## config.mk

```make
export PLATFORM = sky130hd
export DESIGN_NAME = ones_count_accumulator_flat
export DESIGN_NICKNAME = d
export VERILOG_FILES = /design/src/rtl/ones_count_accumulator_if.sv /design/src/rtl/ones_count_accumulator.sv /design/src/flat_wrapper.sv
export SDC_FILE = /design/constraint.sdc
export NUM_CORES = 1
export LEC_CHECK = 0
export CAP_MARGIN = 10
export CORE_MARGIN = 2
export CORE_UTILIZATION = 56
export CTS_CLUSTER_SIZE = 20
export DETAILED_ROUTE_END_ITERATION = 8
export PLACE_DENSITY_LB_ADDON = 0.12
export REMOVE_ABC_BUFFERS = 1
export SLEW_MARGIN = 20
export SYNTH_ARGS = -nofsm -noshare
export SYNTH_HDL_FRONTEND = slang
export SYNTH_SLANG_ARGS = --single-unit
```

## constraint.sdc

```tcl
create_clock -name clk -period 2.6 [get_ports clk]
set_input_delay 0.65 -clock clk [delete_from_list [all_inputs] [get_ports clk]]
set_output_delay 0.65 -clock clk [all_outputs]
set_load 0.03 [all_outputs]
```

## src/rtl/ones_count_accumulator_if.sv

```systemverilog
// Handshake bundle for ones_count_accumulator: sample input side, frame-total output side.
// ONES_ACC_PEAK_EN adds the out_peak field.
interface ones_count_accumulator_if #(
    parameter int SUM_W = 5
);
    logic             in_valid;
    logic [1:0]       in_count;
    logic             in_ready;
    logic             out_valid;
    logic [SUM_W-1:0] out_sum;
    logic             out_ready;
    logic             busy;
`ifdef ONES_ACC_PEAK_EN
    logic [1:0]       out_peak;

    modport master (
        output in_valid, in_count, out_ready,
        input  in_ready, out_valid, out_sum, busy, out_peak
    );
    modport slave (
        input  in_valid, in_count, out_ready,
        output in_ready, out_valid, out_sum, busy, out_peak
    );
`else
    modport master (
        output in_valid, in_count, out_ready,
        input  in_ready, out_valid, out_sum, busy
    );
    modport slave (
        input  in_valid, in_count, out_ready,
        output in_ready, out_valid, out_sum, busy
    );
`endif
endinterface

```

## src/rtl/ones_count_accumulator.sv

```systemverilog
// Sums FRAME_LEN 2-bit ones counts per frame and presents the total over valid/ready.
// ONES_ACC_PEAK_EN: also report the largest count seen in the frame on out_peak.
module ones_count_accumulator #(
    parameter int FRAME_LEN = 8,
    parameter int SUM_W     = 5
) (
    input  logic                      clk,
    input  logic                      rst_n,
    ones_count_accumulator_if.slave   io
);
    localparam int IDX_W = $clog2(FRAME_LEN + 1);

    typedef enum logic [1:0] {IDLE, ACCUM, DONE} state_t;

    state_t           state_q, state_d;
    logic [SUM_W-1:0] acc_q, acc_d;
    logic [SUM_W-1:0] sum_q, sum_d;
    logic [IDX_W-1:0] idx_q, idx_d;
    logic             out_valid_q, out_valid_d;
    logic             in_ready_q, in_ready_d;
    logic             busy_q, busy_d;

    logic             accept;
    logic             xfer;
    logic [SUM_W-1:0] cnt_ext;
    logic [SUM_W-1:0] acc_sum;
    logic [IDX_W-1:0] idx_inc;
    logic             last;

`ifdef ONES_ACC_PEAK_EN
    logic [1:0] pk_q, pk_d;
    logic [1:0] peak_q, peak_d;
    logic [1:0] pk_new;
`endif

    assign accept  = io.in_valid & in_ready_q;
    assign xfer    = out_valid_q & io.out_ready;
    assign cnt_ext = SUM_W'(io.in_count);
    assign acc_sum = acc_q + cnt_ext;
    assign idx_inc = idx_q + IDX_W'(1);
    assign last    = (idx_inc == IDX_W'(FRAME_LEN));

`ifdef ONES_ACC_PEAK_EN
    assign pk_new  = (io.in_count > pk_q) ? io.in_count : pk_q;
`endif

    always_comb begin
        state_d = state_q;
        acc_d   = acc_q;
        sum_d   = sum_q;
        idx_d   = idx_q;
`ifdef ONES_ACC_PEAK_EN
        pk_d    = pk_q;
        peak_d  = peak_q;
`endif
        case (state_q)
            IDLE: begin
                if (accept) begin
                    acc_d = cnt_ext;
                    idx_d = IDX_W'(1);
`ifdef ONES_ACC_PEAK_EN
                    pk_d  = io.in_count;
`endif
                    if (FRAME_LEN == 1) begin
                        state_d = DONE;
                        sum_d   = cnt_ext;
`ifdef ONES_ACC_PEAK_EN
                        peak_d  = io.in_count;
`endif
                    end else begin
                        state_d = ACCUM;
                    end
                end
            end
            ACCUM: begin
                // Gaps (no accept) simply hold acc/idx.
                if (accept) begin
                    acc_d = acc_sum;
                    idx_d = idx_inc;
`ifdef ONES_ACC_PEAK_EN
                    pk_d  = pk_new;
`endif
                    if (last) begin
                        state_d = DONE;
                        sum_d   = acc_sum;
`ifdef ONES_ACC_PEAK_EN
                        peak_d  = pk_new;
`endif
                    end
                end
            end
            DONE: begin
                if (xfer) begin
                    state_d = IDLE;
                    acc_d   = '0;
                    idx_d   = '0;
`ifdef ONES_ACC_PEAK_EN
                    pk_d    = 2'd0;
`endif
                end
            end
            default: begin
                state_d = IDLE;
                acc_d   = '0;
                idx_d   = '0;
            end
        endcase

        // Handshake outputs are registered from the next state so they line up with it.
        out_valid_d = (state_d == DONE);
        in_ready_d  = (state_d != DONE);
        busy_d      = (state_d != IDLE);
    end

    always_ff @(posedge clk or negedge rst_n) begin
        if (!rst_n) begin
            state_q     <= IDLE;
            acc_q       <= '0;
            sum_q       <= '0;
            idx_q       <= '0;
            out_valid_q <= 1'b0;
            in_ready_q  <= 1'b1;
            busy_q      <= 1'b0;
`ifdef ONES_ACC_PEAK_EN
            pk_q        <= 2'd0;
            peak_q      <= 2'd0;
`endif
        end else begin
            state_q     <= state_d;
            acc_q       <= acc_d;
            sum_q       <= sum_d;
            idx_q       <= idx_d;
            out_valid_q <= out_valid_d;
            in_ready_q  <= in_ready_d;
            busy_q      <= busy_d;
`ifdef ONES_ACC_PEAK_EN
            pk_q        <= pk_d;
            peak_q      <= peak_d;
`endif
        end
    end

    assign io.in_ready  = in_ready_q;
    assign io.out_valid = out_valid_q;
    assign io.out_sum   = sum_q;
    assign io.busy      = busy_q;
`ifdef ONES_ACC_PEAK_EN
    assign io.out_peak  = peak_q;
`endif

endmodule
```

## src/flat_wrapper.sv

```systemverilog
// flat-port wrapper written by rule: the top's interface ports become plain ports
module ones_count_accumulator_flat 
#(
    parameter int FRAME_LEN = 8,
    parameter int SUM_W     = 5
)
  (clk, rst_n, io_in_valid, io_in_count, io_out_ready, io_in_ready, io_out_valid, io_out_sum, io_busy);
  ones_count_accumulator_if #(.SUM_W(SUM_W)) io_i ();
  input  logic clk;
  input  logic rst_n;
  input wire logic [$bits(io_i.in_valid)-1:0] io_in_valid;
  input wire logic [$bits(io_i.in_count)-1:0] io_in_count;
  input wire logic [$bits(io_i.out_ready)-1:0] io_out_ready;
  output wire logic [$bits(io_i.in_ready)-1:0] io_in_ready;
  output wire logic [$bits(io_i.out_valid)-1:0] io_out_valid;
  output wire logic [$bits(io_i.out_sum)-1:0] io_out_sum;
  output wire logic [$bits(io_i.busy)-1:0] io_busy;
  assign io_i.in_valid = io_in_valid;
  assign io_i.in_count = io_in_count;
  assign io_i.out_ready = io_out_ready;
  assign io_in_ready = io_i.in_ready;
  assign io_out_valid = io_i.out_valid;
  assign io_out_sum = io_i.out_sum;
  assign io_busy = io_i.busy;
  ones_count_accumulator #(.FRAME_LEN(FRAME_LEN), .SUM_W(SUM_W)) u_core (.clk(clk), .rst_n(rst_n), .io(io_i));
endmodule
```

Word level (Yosys, flattened, before mapping)
Cells that the tools add are included.
- add/subtract/negate cells: 2
- bitwise logic cells: 2
- eq/ne operators: 8
- reduce and logical (&&, ||, !) cells: 4
- multiplexer cells: 13
- operator list (kind ; count):
    two-way mux 5 bit ; 3
    one-hot mux 5 bit (3 select lines) ; 1
    two-way mux 4 bit ; 3
    one-hot mux 4 bit (3 select lines) ; 1
    two-way mux 2 bit ; 4
    inequality test 2 x 1 -> 1 bit, second input constant ; 3
    one-hot mux 2 bit (3 select lines) ; 1
    AND reduction 3 bit ; 2
    adder 5 x 2 -> 5 bit ; 1
    adder 4 x 1 -> 4 bit, second input constant ; 1
    == test 2 bit, second input constant ; 2
    == test 4 bit, second input constant ; 1
    AND 1 bit ; 2
    == test 2 x 1 -> 1 bit, second input constant ; 1
    logical NOT 2 bit ; 1
    inequality test 2 bit, second input constant ; 1
    nonzero test 2 bit ; 1
- logic and storage cells: 36
- bits in registers: 19

Logic depth before layout (Yosys ltp)
- depth after elaboration: 6
- gate-level depth with buffers: 5

Worst setup path before layout
OpenSTA, ideal clock, no wires.
- path kind: in2reg
- start point: in io_in_count[0]
- end point: reg u_core.sum_q[4], in the netlist u_core.io.out_sum[4]
- slack: 757 ps
- arrival: 1718 ps
- cell stages on the path: 5
- cell sequence: ha_1 > fa_1 > nand3_1 > xnor2_1 > mux2_2
- word-level cells in the longest chain between the ends: 1
- RTL lines (item ; RTL line ; text):
    start, declared ; flat_wrapper.sv:12 ; input wire logic [$bits(io_i.in_count)-1:0] io_in_count;
    adder 5 x 2 -> 5 bit ; ones_count_accumulator.sv:39 ; assign acc_sum = acc_q + cnt_ext;
    end signal, assigned ; ones_count_accumulator.sv:131 ; sum_q <= sum_d;
    end, declared ; ones_count_accumulator.sv:17 ; logic [SUM_W-1:0] sum_q, sum_d;
Every way passes these cells.
A chain may end at the register's enable or synchronous reset.

Worst setup path in the final report
- start point: reg u_core.in_ready_q, in the netlist u_core.io.in_ready
- end point: out io_in_ready
- RTL lines (item ; RTL line ; text):
    start, declared ; ones_count_accumulator.sv:20 ; logic in_ready_q, in_ready_d;
    start signal, assigned ; ones_count_accumulator.sv:134 ; in_ready_q <= in_ready_d;
    end, declared ; flat_wrapper.sv:14 ; output wire logic [$bits(io_i.in_ready)-1:0] io_in_ready;
No word-level cell between the ends.

==> impl_metrics.toml <==
[timing]
skew_ns = 0.00756
worst_pin_slew_ns = 0.536
holdWs_ns = 0.497
finalHoldViolCount = 0
fin_tns_setup_ns = 0
period_needed_ns = 2.21
maxSlewHeadroom_pct = 64.2
setup_violations = 0
drv_slew = 0
fmax_mhz = 453
period_share_pct = 84.8
rsz0062_at_grt = "false"

[worst_setup_path]
crit_path_start_kind = "flop"
cp-startpoint = "u_core.io.in_ready"
r2r_start = "u_core.state_q[0]"
worst-path-max-fanout = 5
crit_required_ns = 1.95
r2r_cells = 4
cp_top_family = "buffers and inverters"
worstPathCellList = "clkdlybuf4s50_1"
crit_end = "io_in_ready"
worstPathArrival_ns = 1.56
cp_slowest_cell = "clkdlybuf4s50_1"
path_depth = 1
endpoint_kind = "output pin"
reg2reg_slack_ns = 0.76
cpPeakStageDelay_ns = 0.68
path_buf_inv = 1
r2r-end = "u_core.io.out_sum[1]"
criticalPathCategory = "flop to output pin"

[synthesis]
synth_area_per_cell_um2 = 12.5
synthArstFlopShare_pct = 100
synthesis.area_um2 = 965
seq_area_frac_synth_pct = 49.4
synth_enable_flop_cells = 0
synth_warnings = 0
synth_cell_types = 31
ys_ff_latch = 19
synth_ff_type = "dfrtp_1"
syn-instance-count = 77

[clock_network]
cts_resized = 0
ctsHoldBuffers = 0
root_buffer = "clkbuf_4"
clk_latency_ns = 0.30
cts.sinks = 19
post_cts_buffers = 0
h-tree-depth = 1
clockBufferDepth = 2
cts_tree = "built"
numCtsBuffers = 3
clkTransAtPathRegs_ns = 0.11

[global_routing]
antenna_found_initial = 0
grt_usage_pct = 20.8
grt_max_degree = 20
grt_pass1_vias = 648
grt_pass1_wl_um = 2970
grt_overflow = 0

[floorplan]
num_rows = 14
start_util_pct = 61.9
die_h_um = 45.5
core_area_um2 = 1560
ioPinCount = 14
dieArea_um2 = 2070
die-width_um = 45.5

[placement]
hpwl_um = 1270
numPortBuffers = 13
post_dp_cell_area_um2 = 1120
place_congestion = 0.734

[drt]
drt-initial-drc-count = 16
ant_nets = 0
vias_per_cell = 6.15
route.detailed.drc = 0
dr.pass1.iters = 5
routed_wl_um = 1840
wire_per_inst_um = 16.7
vias = 676

[final_layout]
fill_cells = 109
drive_gt1_share_pct = 19.1
finalInstanceArea_um2 = 1140
syn_to_final_growth_pct = 18.5
n_antenna_cell = 0
final_common_cell = "dfrtp_1"
final_cell_mix = "18 x dfrtp_1, 13 x clkdlybuf4s50_1, 6 x mux2_2, 5 x a21oi_1, 4 x a211oi_1"
final_net_count = 105

[pwr]
leakagePower_uw = 0.000517
p_per_area_nw_per_um2 = 1110
vdd_drop_max_v = 0.000582

[status]
run_status = "finished clean"

[worst_hold_path]
hold_class = "flop to flop"

[job]
cap_violations = 0
[worst min-delay path by stage]
stage | from | endpoint | cells past startpoint
final | u_core.acc_q[0] | u_core.acc_q[0] | 1
after global routing | u_core.acc_q[0] | u_core.acc_q[0] | 1
after detailed placement | u_core.acc_q[0] | u_core.acc_q[0] | 1
after floorplan | rst_n | u_core.acc_q[0] | 0
after global placement | u_core.acc_q[0] | u_core.acc_q[0] | 1
after CTS | u_core.acc_q[0] | u_core.acc_q[0] | 1
[cells by family (layout without fill, tap and decap cells)]
family | count (synthesis) | count (layout) | synth area share [%]
compound gates | 24 | 24 | 20.2
xor+xnor | 3 | 3 | 2.72
fa+ha+maj | 4 | 4 | 5.97
buf+inv | 4 | 21 | 2.46
flops | 19 | 19 | 49.4
mux | 8 | 8 | 9.08
simple gates | 15 | 15 | 10.1
[routing by layer]
| metal | global-route usage (%) | routed length, um | up-vias | part of all wire (%) |
|---|---|---|---|---|
| li1 | - | - | 331 | - |
| met1 | 25.2 | 848 | 318 | 46 |
| met2 | 34.1 | 893 | 23 | 49 |
| met3 | 5.16 | 71 | 4 | 3.9 |
| met4 | 10.6 | 21 | 0 | 1.1 |
| met5 | 0 | 0 | - | 0 |
[Yosys cell counts, drive strengths merged (2+ instances only)]
cell type	n	area share, %
a211o	2	1.8
a211oi	5	5.2
a21o	5	4.2
a21oi	5	2.6
a22o	4	3.8
buf	2	1.7
dfrtp	18	47
ha	3	3.9
mux2	6	7.0
mux2i	2	2.1
nand2	2	0.78
nand3	3	1.6
nor3	2	1.0
nor3b	3	2.3
nor4bb	2	2.1
xnor2	2	1.8
[state kept, by name, indices dropped and copies added, names as in the netlist]
signal,flops
u_core.io.out_valid,1
u_core.io.in_ready,1
u_core.io.out_sum,5
u_core.idx_q,4
u_core.acc_q,5
u_core.state_q,2
u_core.io.busy,1
[per-stage QoR]
step                power (uW)  cells  worst slack [ns]  util (%)
floorplan                  926     74             0.757         -
global placement          1090    106             0.235      71.7
detailed placement        1120    106             0.226      71.7
CTS                       1270    110             0.381      73.4
global route              1350    110             0.350      73.4
finish                    1270    110             0.394      73.4
[power breakdown]
group          internal (uW)  switching, uW  total, uW
logic                    299            296        595
registers                408            114        522
clock network           59.7           89.6        149
total                    767            500       1270
[final cells by class]
| type | instances | area [um^2] | share of cell area (%) |
|---|---|---|---|
| Sequential cell | 19 | 477 | 41.7 |
| Multi-Input combinational cell | 54 | 464 | 40.6 |
| Timing Repair Buffer | 16 | 153 | 13.3 |
| Clock buffer | 4 | 26.3 | 2.30 |
| Tap cell | 16 | 20.0 | 1.75 |
| Inverter | 1 | 3.75 | 0.328 |
(Power assumes the default switching activity.)
